**src/rtl/id_inst_queue.sv**
```systemverilog
`default_nettype none
// ============================================================================
// Module      : id_inst_queue
// Description : Instruction queue and issue interlock between the Icache and
//               the ID decoder. Buffers {pc, inst} pairs in a DEPTH-entry FIFO,
//               discards in-flight fetches after a flush, and holds the head
//               back while it reads a register still being loaded.
//
// Ports       : clk, rst_n                 clock, async active-low reset
//               Icache_inst_i/_pc_i        fetched instruction and its PC
//               fc_Icache_data_valid_i     push strobe
//               fc_flush_id_i              flush queue/scoreboard/in-flight
//               fc_bk_id_i                 freeze ID (no issue, scoreboard holds)
//               iq_ready_o                 queue not full (registered)
//               iq_inst_o / iq_pc_o        head to ID, zero when not issuing
//               iq_valid_o                 issue this cycle
//               iq_load_use_flag_o         head blocked by load-use hazard
//               iq_count_o                 occupancy
//               iq_overflow_o              sticky push-while-full indicator
//
// Revision    : 1.0  initial release
// ============================================================================
module id_inst_queue #(
  parameter int DEPTH      = 4,
  parameter int LU_WINDOW  = 1,
  parameter int FLUSH_DROP = 1
) (
  input  logic                     clk,
  input  logic                     rst_n,
  input  logic [31:0]              Icache_inst_i,
  input  logic [31:0]              Icache_pc_i,
  input  logic                     fc_Icache_data_valid_i,
  input  logic                     fc_flush_id_i,
  input  logic                     fc_bk_id_i,
  output logic                     iq_ready_o,
  output logic [31:0]              iq_inst_o,
  output logic [31:0]              iq_pc_o,
  output logic                     iq_valid_o,
  output logic                     iq_load_use_flag_o,
  output logic [$clog2(DEPTH):0]   iq_count_o,
  output logic                     iq_overflow_o
);

  localparam int AW = $clog2(DEPTH);
  localparam int CW = AW + 1;

  localparam logic [CW-1:0] c_depth      = CW'(DEPTH);
  localparam logic [1:0]    c_flush_drop = 2'(FLUSH_DROP);

  localparam logic [6:0] c_op_lui   = 7'b0110111;
  localparam logic [6:0] c_op_auipc = 7'b0010111;
  localparam logic [6:0] c_op_jal   = 7'b1101111;
  localparam logic [6:0] c_op_rtype = 7'b0110011;
  localparam logic [6:0] c_op_stype = 7'b0100011;
  localparam logic [6:0] c_op_btype = 7'b1100011;
  localparam logic [6:0] c_op_load  = 7'b0000011;

  // --------------------------------------------------------------------------
  // State
  // --------------------------------------------------------------------------
  logic [31:0]          r_mem_inst [DEPTH];
  logic [31:0]          r_mem_pc   [DEPTH];
  logic [AW-1:0]        r_wr_ptr;
  logic [AW-1:0]        r_rd_ptr;
  logic [CW-1:0]        r_count;
  logic [1:0]           r_drop;
  logic [LU_WINDOW-1:0] r_sb_v;
  logic [4:0]           r_sb_rd [LU_WINDOW];
  logic                 r_overflow;
  logic                 r_ready;

  // --------------------------------------------------------------------------
  // Head decode
  // --------------------------------------------------------------------------
  logic        w_empty;
  logic        w_full;
  logic [31:0] w_head_inst;
  logic [31:0] w_head_pc;
  logic [6:0]  w_opcode;
  logic [4:0]  w_rs1;
  logic [4:0]  w_rs2;
  logic [4:0]  w_rd;
  logic        w_use_rs1;
  logic        w_use_rs2;

  assign w_empty     = (r_count == '0);
  assign w_full      = (r_count == c_depth);
  assign w_head_inst = r_mem_inst[r_rd_ptr];
  assign w_head_pc   = r_mem_pc[r_rd_ptr];
  assign w_opcode    = w_head_inst[6:0];
  assign w_rd        = w_head_inst[11:7];
  assign w_rs1       = w_head_inst[19:15];
  assign w_rs2       = w_head_inst[24:20];

  // An all-zero word is treated as a bubble and reads nothing.
  assign w_use_rs1 = (w_head_inst != 32'h0) &&
                     (w_opcode != c_op_lui) &&
                     (w_opcode != c_op_auipc) &&
                     (w_opcode != c_op_jal);
  assign w_use_rs2 = (w_head_inst != 32'h0) &&
                     ((w_opcode == c_op_rtype) ||
                      (w_opcode == c_op_stype) ||
                      (w_opcode == c_op_btype));

  // --------------------------------------------------------------------------
  // Load-use detection against every valid scoreboard slot
  // --------------------------------------------------------------------------
  logic w_load_use;

  always_comb begin
    w_load_use = 1'b0;
    for (int i = 0; i < LU_WINDOW; i++) begin
      if (r_sb_v[i]) begin
        if (w_use_rs1 && (w_rs1 != 5'd0) && (w_rs1 == r_sb_rd[i]))
          w_load_use = 1'b1;
        if (w_use_rs2 && (w_rs2 != 5'd0) && (w_rs2 == r_sb_rd[i]))
          w_load_use = 1'b1;
      end
    end
    w_load_use = w_load_use && !w_empty;
  end

  // --------------------------------------------------------------------------
  // Push / issue control
  // --------------------------------------------------------------------------
  logic          w_issue;
  logic          w_push;
  logic          w_drop_dec;
  logic          w_overflow_set;
  logic          w_sb_in_v;
  logic [CW-1:0] w_count_nxt;

  assign w_issue        = !w_empty && !fc_bk_id_i && !fc_flush_id_i && !w_load_use;
  assign w_push         = fc_Icache_data_valid_i && !w_full && (r_drop == 2'd0) &&
                          !fc_flush_id_i;
  // Responses still in flight from before a flush are swallowed here.
  assign w_drop_dec     = fc_Icache_data_valid_i && (r_drop != 2'd0) && !fc_flush_id_i;
  assign w_overflow_set = fc_Icache_data_valid_i && w_full && !fc_flush_id_i;
  assign w_sb_in_v      = w_issue && (w_opcode == c_op_load) && (w_rd != 5'd0);

  always_comb begin
    if (fc_flush_id_i)
      w_count_nxt = '0;
    else
      w_count_nxt = r_count + CW'(w_push) - CW'(w_issue);
  end

  // --------------------------------------------------------------------------
  // Storage (no reset needed: contents are only read below the count)
  // --------------------------------------------------------------------------
  always_ff @(posedge clk) begin
    if (w_push) begin
      r_mem_inst[r_wr_ptr] <= Icache_inst_i;
      r_mem_pc[r_wr_ptr]   <= Icache_pc_i;
    end
  end

  // --------------------------------------------------------------------------
  // Pointers, occupancy, drop counter, flags
  // --------------------------------------------------------------------------
  always_ff @(posedge clk or negedge rst_n) begin
    if (!rst_n) begin
      r_wr_ptr   <= '0;
      r_rd_ptr   <= '0;
      r_count    <= '0;
      r_drop     <= 2'd0;
      r_overflow <= 1'b0;
      r_ready    <= 1'b1;
    end else begin
      r_count <= w_count_nxt;
      r_ready <= (w_count_nxt < c_depth);
      if (w_overflow_set)
        r_overflow <= 1'b1;
      if (fc_flush_id_i) begin
        r_wr_ptr <= '0;
        r_rd_ptr <= '0;
        r_drop   <= c_flush_drop;
      end else begin
        if (w_push)
          r_wr_ptr <= r_wr_ptr + 1'b1;
        if (w_issue)
          r_rd_ptr <= r_rd_ptr + 1'b1;
        if (w_drop_dec)
          r_drop <= r_drop - 2'd1;
      end
    end
  end

  // --------------------------------------------------------------------------
  // Load scoreboard: a shift register advanced every unfrozen cycle, so a
  // blocked head sees bubbles shift in and the hazard self-clears.
  // --------------------------------------------------------------------------
  always_ff @(posedge clk or negedge rst_n) begin
    if (!rst_n) begin
      r_sb_v <= '0;
      for (int i = 0; i < LU_WINDOW; i++)
        r_sb_rd[i] <= 5'd0;
    end else if (fc_flush_id_i) begin
      r_sb_v <= '0;
      for (int i = 0; i < LU_WINDOW; i++)
        r_sb_rd[i] <= 5'd0;
    end else if (!fc_bk_id_i) begin
      r_sb_v[0]  <= w_sb_in_v;
      r_sb_rd[0] <= w_rd;
      for (int i = 1; i < LU_WINDOW; i++) begin
        r_sb_v[i]  <= r_sb_v[i-1];
        r_sb_rd[i] <= r_sb_rd[i-1];
      end
    end
  end

  // --------------------------------------------------------------------------
  // Outputs
  // --------------------------------------------------------------------------
  assign iq_valid_o         = w_issue;
  assign iq_inst_o          = w_issue ? w_head_inst : 32'h0;
  assign iq_pc_o            = w_issue ? w_head_pc   : 32'h0;
  assign iq_load_use_flag_o = w_load_use && !fc_bk_id_i && !fc_flush_id_i;
  assign iq_count_o         = r_count;
  assign iq_ready_o         = r_ready;
  assign iq_overflow_o      = r_overflow;

endmodule
`default_nettype wire

```
**config.mk**
```make
export PLATFORM = sky130hd
export DESIGN_NAME = id_inst_queue
export DESIGN_NICKNAME = d
export VERILOG_FILES = /design/src/rtl/id_inst_queue.sv
export SDC_FILE = /design/constraint.sdc
export NUM_CORES = 1
export LEC_CHECK = 0
export ABC_AREA = 1
export BUFFER_PORTS_ARGS = -buffer_cell sky130_fd_sc_hd__buf_2
export CORE_UTILIZATION = 41
export CTS_CLUSTER_SIZE = 14
export DETAILED_ROUTE_END_ITERATION = 7
export GPL_ROUTABILITY_DRIVEN = 0
export SYNTH_ARGS = -nofsm -noshare
export SYNTH_HDL_FRONTEND = slang
export SYNTH_SLANG_ARGS = --single-unit
export TNS_END_PERCENT = 1
```
**constraint.sdc**
```tcl
create_clock -name clk -period 5.65 [get_ports clk]
set_clock_uncertainty 0.1 [all_clocks]
set_input_delay 0.8475 -clock clk [delete_from_list [all_inputs] [get_ports clk]]
set_output_delay 0.8475 -clock clk [all_outputs]
set_load 0.01 [all_outputs]
```
==> impl_summary.md, run 1 <==
Logic synthesis
In the post-synthesis netlist, the cell with the most instances is sky130_fd_sc_hd__nand2_1. Ranked by instance count, the synthesized netlist is headed by sky130_fd_sc_hd__nand2_1, sky130_fd_sc_hd__edfxtp_1, sky130_fd_sc_hd__a21oi_1, sky130_fd_sc_hd__nand3_1, sky130_fd_sc_hd__nor3_1. Among all flip-flop cells after synthesis, the most frequent one is sky130_fd_sc_hd__edfxtp_1. The area share of the leading cell type in the synthesized netlist is 0.689. The net count after synthesis is 1023.

The synthesized design contains 273 register bits. The area of the mapped netlist is 0.0112 sq mm. The number of warnings reported in the yosys synthesis log is 0. Yosys mapped the design onto 30 distinct sky130hd cell types. Yosys attributes the largest share of cell area to sky130_fd_sc_hd__edfxtp_1, sky130_fd_sc_hd__nand2_1, sky130_fd_sc_hd__a21oi_1, sky130_fd_sc_hd__dfrtp_1, sky130_fd_sc_hd__nand3_1. The count of flip-flops with a built-in enable after synthesis is 256.

Synthesis produced a netlist whose cell count is 946. Each instance of the synthesized netlist takes up on average 11.8 sq um. The share of the Yosys chip area taken by registers is 0.728.

The largest total area in the synthesized netlist belongs to sky130_fd_sc_hd__edfxtp_1. The share of synthesized registers carrying an async set or reset is 0.0623.

Floorplanning
The full die area is 0.0279 sq mm. Row generation in the floorplan step produced 60 rows. The initial utilization of the core area, before any placement, comes to 0.416.

Pin placement for this block handled 140 I/O pins. The die outline height is 167 um. The floorplan die width is 167 um.

The region available for standard cell placement spans 0.0268 sq mm.

Finish
From synthesis to final layout, the design area changed by 17.2%. For this run, the share of the core covered by cells in the final layout is 0.488. With fillers left out, the area of the finished cells amounts to 0.0131 sq mm.

The net count reported at finish is 1156. The non-filler instance count after layout is 1446. Of the cells placed in the final design, the portion with a size suffix greater than 1 is 0.201.

Setup path
In this run the worst path has a maximum fanout of 76. The number of cells on the worst reg-to-reg path is 21. The worst register-to-register path begins at r_rd_ptr[0]$_DFFE_PN0P_. STA classifies the critical path endpoint as a primary output. STA classifies the critical path startpoint as a flop. For the worst setup path, the data arrival time is 3830 ps.

The required time of the critical path is 4700 ps. In this run the worst setup path begins at r_rd_ptr[0]$_DFFE_PN0P_. The setup path with the least slack is of type reg -> out. The setup slack on the worst flop-to-flop path is 1430 ps.

Route
The first TritonRoute pass finished after 5 iterations. The routed wire length is 25000 um. After detailed routing, the average wire length per cell comes to 17.3 um. The starting DRC count in detailed routing is 603. The number of antenna-violating nets in the routed design is 0. The via total after detailed routing is 7276. Dividing the detail-routed via count by the number of cells gives 5.03. After detailed routing, the number of remaining DRC violations is 0.

Global route
Across every metal layer, demand over resource in global routing totals 0.182. The first-pass GRT wire length is 39400 um. The number of global-route vias before repair is 7116. The total grt overflow is 0. Entering global routing, the biggest net connects 78 pins. The initial antenna violation count is 5.

Place
The estimated wirelength of the detail-placed design is 14700 um. The placed instances occupy a cell area of 0.0122 sq mm. The cell count after placement is 1389.

In this run the tool buffered the top-level ports with 139 buffer cells.

STA
The number of max-slew violations in the final report is 0. The sum of negative setup slack is 0 ps. The hold violation total from the final report is 0. For the finished layout, the period the worst path requires is 4780 ps.

At the pin with the least slew margin, the transition time is 1060 ps. Setup repair after global routing left no endpoint under its margin. The worst pin sits at a relative slew slack of 0.291.

Setup violations remaining at the end of the flow were counted as 0. The part of the cycle the worst path needs is 0.845. Derived from the worst setup path, the maximum achievable clock frequency is 209 MHz.

Clock tree
Post-CTS timing repair inserted 0 buffers for setup. Buffers inserted to repair hold after CTS numbered 0. Clock latency on the worst-skew pair, taken at its later pin, is 540 ps.

The total clock buffers created by CTS is 29. The CTS tree is done. The clock tree root driver cell is sky130_fd_sc_hd__clkbuf_16.

The level count of the clock H-tree is 1. In this run, post-CTS repair resized a total of 0 instances. The clock-pin slew on the worst setup and hold paths is 60 ps. The clock sink total is 273.

The maximum number of buffers from clock root to sink is 3.

Power and ir drop
The total power is 5100 uW. The worst vdd rail ir drop is 0.000236 V. The cell area power density is 390 mW/mm^2. In this run the static leakage power is 0.00511 uW.

Run
Across the run, the number of max-cap violations was 0.

Worst hold path
The type of the most critical hold path is in -> async.

Outcome
The run finished with clean final reports.
sequential cells by signal, summed over array words and instances (netlist names):
register,flops
iq_overflow_o,1
r_wr_ptr,2
r_sb_v,1
r_sb_rd,5
r_drop,2
r_mem_inst,128
iq_count_o,3
iq_ready_o,1
r_rd_ptr,2
r_mem_pc,128
worst paths after layout:
check | end
worst max-delay path | iq_inst_o[15]
worst min-delay path | iq_count_o[1]$_DFF_PN0_
worst min register to register | iq_overflow_o$_DFFE_PN0P_
max in group asynchronous | r_rd_ptr[0]$_DFFE_PN0P_
min in group clk | iq_overflow_o$_DFFE_PN0P_
worst max register to register | iq_ready_o$_DFF_PN1_
per-layer routing:
metal	up-vias	track usage	part of all wire
met2	210	0.298	0.46
met3	50	0.0433	0.070
li1	3543	-	-
met5	-	0	0.0010
met4	4	0.0447	0.022
met1	3469	0.244	0.44
cells by family after synthesis:
logic type,synth area share
DFF,0.728
buffers and inverters,0.0376
xor gates and xnor gates,0.000786
and+or+nand+nor,0.171
AOI/OAI and AO/OA,0.0536
adders and majority gates,0.00965
final cells by class:
type / instances / area, sq um
Multi-Input combinational cell: 582 / 2650
Antenna cell: 3 / 7.51
Clock inverter: 18 / 135
Timing Repair Buffer: 152 / 818
Sequential cell: 273 / 8120
Tap cell: 341 / 427
Fill cell: 2403 / 13700
Clock buffer: 36 / 752
Inverter: 41 / 156
where the power goes:
part / switching, uW / internal (uW) / total, uW
clock: 741 / 1030 / 1770
sequential: 46.0 / 2260 / 2310
combinational: 719 / 300 / 1020
total: 1510 / 3590 / 5100
cell usage in the layout, fill, tap and decap left out, types with 2 or more instances in the layout:
cell type,netlist,final
sky130_fd_sc_hd__nand2_1,321,321
sky130_fd_sc_hd__a32o_1,5,5
sky130_fd_sc_hd__inv_1,39,39
sky130_fd_sc_hd__o21ai_0,6,6
sky130_fd_sc_hd__nor2_1,27,23
sky130_fd_sc_hd__nor2_2,19,19
sky130_fd_sc_hd__o22ai_1,5,5
sky130_fd_sc_hd__clkbuf_1,21,7
sky130_fd_sc_hd__dfrtp_1,16,14
sky130_fd_sc_hd__buf_12,0,2
sky130_fd_sc_hd__bufinv_16,0,2
sky130_fd_sc_hd__nand3_1,44,44
sky130_fd_sc_hd__clkinv_2,0,5
sky130_fd_sc_hd__clkbuf_16,0,29
sky130_fd_sc_hd__buf_4,4,11
sky130_fd_sc_hd__edfxtp_1,256,256
sky130_fd_sc_hd__a21oi_1,93,93
sky130_fd_sc_hd__nor2_4,0,4
sky130_fd_sc_hd__ha_1,7,7
sky130_fd_sc_hd__nor3_1,43,43
sky130_fd_sc_hd__clkinv_1,0,9
sky130_fd_sc_hd__diode_2,0,3
sky130_fd_sc_hd__buf_2,12,139
sky130_fd_sc_hd__nand4_1,3,3
metrics by stage:
step	worst slack (ps)	hold slack [ps]
2_1_floorplan	1100	373
3_3_place_gp	1400	347
3_5_place_dp	1390	351
4_1_cts	795	142
5_1_grt	448	169
6_report	873	144
worst max-delay path, stage by stage, from the launching register on:
cell	delay (ps)
sky130_fd_sc_hd__dfrtp_4	580
sky130_fd_sc_hd__buf_4	680
sky130_fd_sc_hd__nand2_1	100
sky130_fd_sc_hd__nand2_1	100
sky130_fd_sc_hd__nand2_1	60
sky130_fd_sc_hd__nand2_1	150
sky130_fd_sc_hd__nand4_1	130
sky130_fd_sc_hd__nor2_1	130
sky130_fd_sc_hd__nand3_1	80
sky130_fd_sc_hd__nand2_1	100
sky130_fd_sc_hd__nand2_2	100
sky130_fd_sc_hd__nand2_4	430
sky130_fd_sc_hd__buf_4	380
sky130_fd_sc_hd__nor2_1	70
sky130_fd_sc_hd__buf_2	140
No activity file was read; power rests on OpenSTA's default activity.
==> run 2, diff against run 1 <==
clock period = 4.54 ns   (was 5.65 ns; I/O delays follow)
==> impl_summary.md, run 2 (synthesis results as in run 1) <==
Global route
The global-route total usage across every layer was 0.182 (about the same). The first-pass GRT wire length is 39700 um (+0.63%). The largest net degree at the start of global routing is 65 (-17%).

The initial antenna violation count is 4 (-1). The number of global-route vias before repair was 7339 (+3.1%). The total grt overflow is 0 (unchanged).

Route
The via total after detailed routing is 7341 (+0.89%). The number of design rule violations left after detail routing was 0 (unchanged). The post-detailed-route wirelength per cell was 17.4 um (+0.25%). The routed wire length is 25200 um (+0.52%).

The uppermost layer routed is met5. The detailed-routing iteration count for the pre-antenna-repair pass came to 5 (unchanged). The length of routed met2 wiring is 11900 um (+2.1%).

The number of antenna-violating nets in the routed design was 0 (unchanged). The met3 layer wire length in the routed design was 1680 um (-3.7%). The met1 wire length is 11100 um (-0.29%). The detailed-route vias per instance is 5.06 (+0.62%). The starting DRC count in detailed routing is 543 (-10%).

Floorplanning
The top-level I/O count is 140 (unchanged). The starting density of the core is 0.416 (unchanged). The placeable core region came to 0.0268 sq mm (unchanged). The site row count is 60 (unchanged). The die outline height is 167 um (unchanged). The floorplan die width is 167 um (unchanged). The full die area came to 0.0279 sq mm (unchanged).

Run
The max-capacitance violation count was 0 (unchanged).

Place
The count of port buffers added during placement is 139 (unchanged). The estimated wirelength of the detail-placed design is 14900 um (+1.6%). The area after detailed placement came to 0.0122 sq mm (+0.29%). The cell count after placement is 1392 (+0.22%).

Setup path
The kind of launch point of the worst setup path is a flop. The worst-case reg-to-reg path depth is 21 (unchanged). STA classifies the critical path endpoint as a primary output. The setup slack on the worst flop-to-flop path came to 920 ps (-510 ps). The startpoint identified for the worst register-to-register timing path is r_rd_ptr[0]$_DFFE_PN0P_. The maximum fanout encountered on the critical timing path is 35 (-54%). The start-to-end type of the worst setup path is reg -> out. The critical path data arrival time came to 3490 ps (-340 ps). The required time of the critical path is 3760 ps (-940 ps). The worst register-to-register path ends at iq_ready_o$_DFF_PN1_.

Clock tree
The root buffer cell chosen for the clock tree is sky130_fd_sc_hd__clkbuf_16. The level count of the clock H-tree is 1 (unchanged). The post-CTS setup-driven buffer insertion count was 0 (unchanged). The maximum number of buffers from clock root to sink is 3 (unchanged). The insertion delay of the later-clocked pin in the worst-skew pair is 540 ps (about the same). The clock-pin slew on the worst setup and hold paths is 60 ps (about the same). The clock sink total is 273 (unchanged). The total clock buffers created by CTS was 29 (unchanged). The CTS tree is done.

STA
The peak clock frequency supported by timing is 234 MHz. Setup repair after global routing left no endpoint under its margin. The sum of negative setup slack is 0 ps (unchanged). The post-layout minimum cycle time is 4270 ps.

The count of endpoints failing setup in the final report is 0 (unchanged). The number of max-slew violations in the final report came to 0 (unchanged). The hold violation total from the final report is 0 (unchanged). The worst slew slack as a fraction of its limit is 0.325 (+0.0344). In the finished design, the share of the clock period the worst path needs comes to 0.940. The measured slew at the worst slew-check pin was 1010 ps (-49.2 ps).

Power and ir drop
The cell area power density was 491 mW/mm^2 (+26%). The leakage power summed over all cells is 0.00515 uW (+0.95%). The total power was 6460 uW (+27%). The worst vdd rail ir drop was 0.000317 V (+34%).

Worst hold path
Along the worst hold path, the cell count comes to 1. The worst hold path begins at Icache_pc_i[6]. The tightest min-delay check is of the in -> reg type. The worst hold endpoint is r_mem_pc[1][6]$_DFFE_PP_.

Finish
The finished layout cell area came to 0.0132 sq mm (+0.77%). The register area was 0.00812 sq mm (about the same). The largest registers in the layout are r_mem_inst x128, r_mem_pc x128, r_sb_rd x5. The fraction of layout instances using a drive strength above 1 is 0.207 (+0.00560).

Leaving out fill and tap cells, the most frequent cells in the layout are sky130_fd_sc_hd__nand2_1, sky130_fd_sc_hd__edfxtp_1, sky130_fd_sc_hd__buf_2. The most frequent standard cell in the layout excluding fill and tap cells is sky130_fd_sc_hd__nand2_1. The net count reported at finish is 1160 (+0.35%). The number of filler instances in the final layout is 2393 (-0.42%). The final core utilization is 0.491 (+0.00373). The area of the multi-input gates is 0.00265 sq mm (unchanged).

The non-filler instance count after layout came to 1450 (+0.28%). The area growth from synthesis to layout is 18.1%.

Outcome
The run finished with clean final reports.
-- run 2: cell count changes in the layout (fill, tap and decap cells not counted), sizes merged --
cell / before / now
buf: 152 / 155
clkbuf: 36 / 39
bufinv: 2 / 3
dlygate4sd3: 0 / 1
clkinv: 14 / 10
-- run 2: layer usage --
metal / vias up / track usage
met2: 182 / 0.302
met5: - / 0
met1: 3559 / 0.236
li1: 3556 / -
met4: 2 / 0.0471
met3: 42 / 0.0468
-- run 2: what timing repair did --
item,4_1_cts,5_1_grt
resized for setup,0,4
endpoints found under the setup margin,0,33
endpoints found under the hold margin,16,0
hold buffers,1,0
-- run 2: through the flow --
stage	worst slack [ps]	hold slack, ps
2_1_floorplan	157	285
3_3_place_gp	687	347
3_5_place_dp	654	354
4_1_cts	86.4	225
5_1_grt	26.4	229
6_report	271	253
-- run 2: layout make-up --
| type | count | share of cell area |
|---|---|---|
| antenna | 3 | 0.000570 |
| clock buffer | 39 | 0.0595 |
| clock inverter | 15 | 0.0115 |
| inverter | 41 | 0.0123 |
| multi-input combinational | 582 | 0.202 |
| sequential | 273 | 0.617 |
| tap | 341 | 0.0324 |
| timing repair buffer | 156 | 0.0656 |
-- run 2: worst max-delay path, stage by stage, from the launching register on --
cell,delay [ps]
sky130_fd_sc_hd__dfrtp_4,590
sky130_fd_sc_hd__buf_4,390
sky130_fd_sc_hd__nand2_1,90
sky130_fd_sc_hd__nand3_1,100
sky130_fd_sc_hd__nand2_1,170
sky130_fd_sc_hd__nand2_1,100
sky130_fd_sc_hd__inv_1,40
sky130_fd_sc_hd__nor2_1,110
sky130_fd_sc_hd__nand3_1,90
sky130_fd_sc_hd__nand3_1,80
sky130_fd_sc_hd__nand2_1,70
sky130_fd_sc_hd__nand2_2,110
sky130_fd_sc_hd__nand2_4,150
sky130_fd_sc_hd__buf_4,320
sky130_fd_sc_hd__nor3_1,300
sky130_fd_sc_hd__buf_2,190
-- run 2: where the power goes --
part           switching (uW)  internal (uW)
Sequential               57.9           2820
Clock                     928           1380
Combinational             900            384
-- run 2: worst max-delay path by stage --
stage	start	endpoint	depth (start not counted)
floorplan	fc_flush_id_i	r_mem_inst[0][0]$_DFFE_PP_	4
global placement	r_rd_ptr[1]$_DFFE_PN0P_	iq_pc_o[26]	14
detailed placement	r_rd_ptr[1]$_DFFE_PN0P_	iq_pc_o[26]	14
CTS	r_rd_ptr[1]$_DFFE_PN0P_	iq_pc_o[26]	14
global route	r_rd_ptr[0]$_DFFE_PN0P_	iq_pc_o[26]	14
finish	r_rd_ptr[0]$_DFFE_PN0P_	iq_pc_o[26]	15
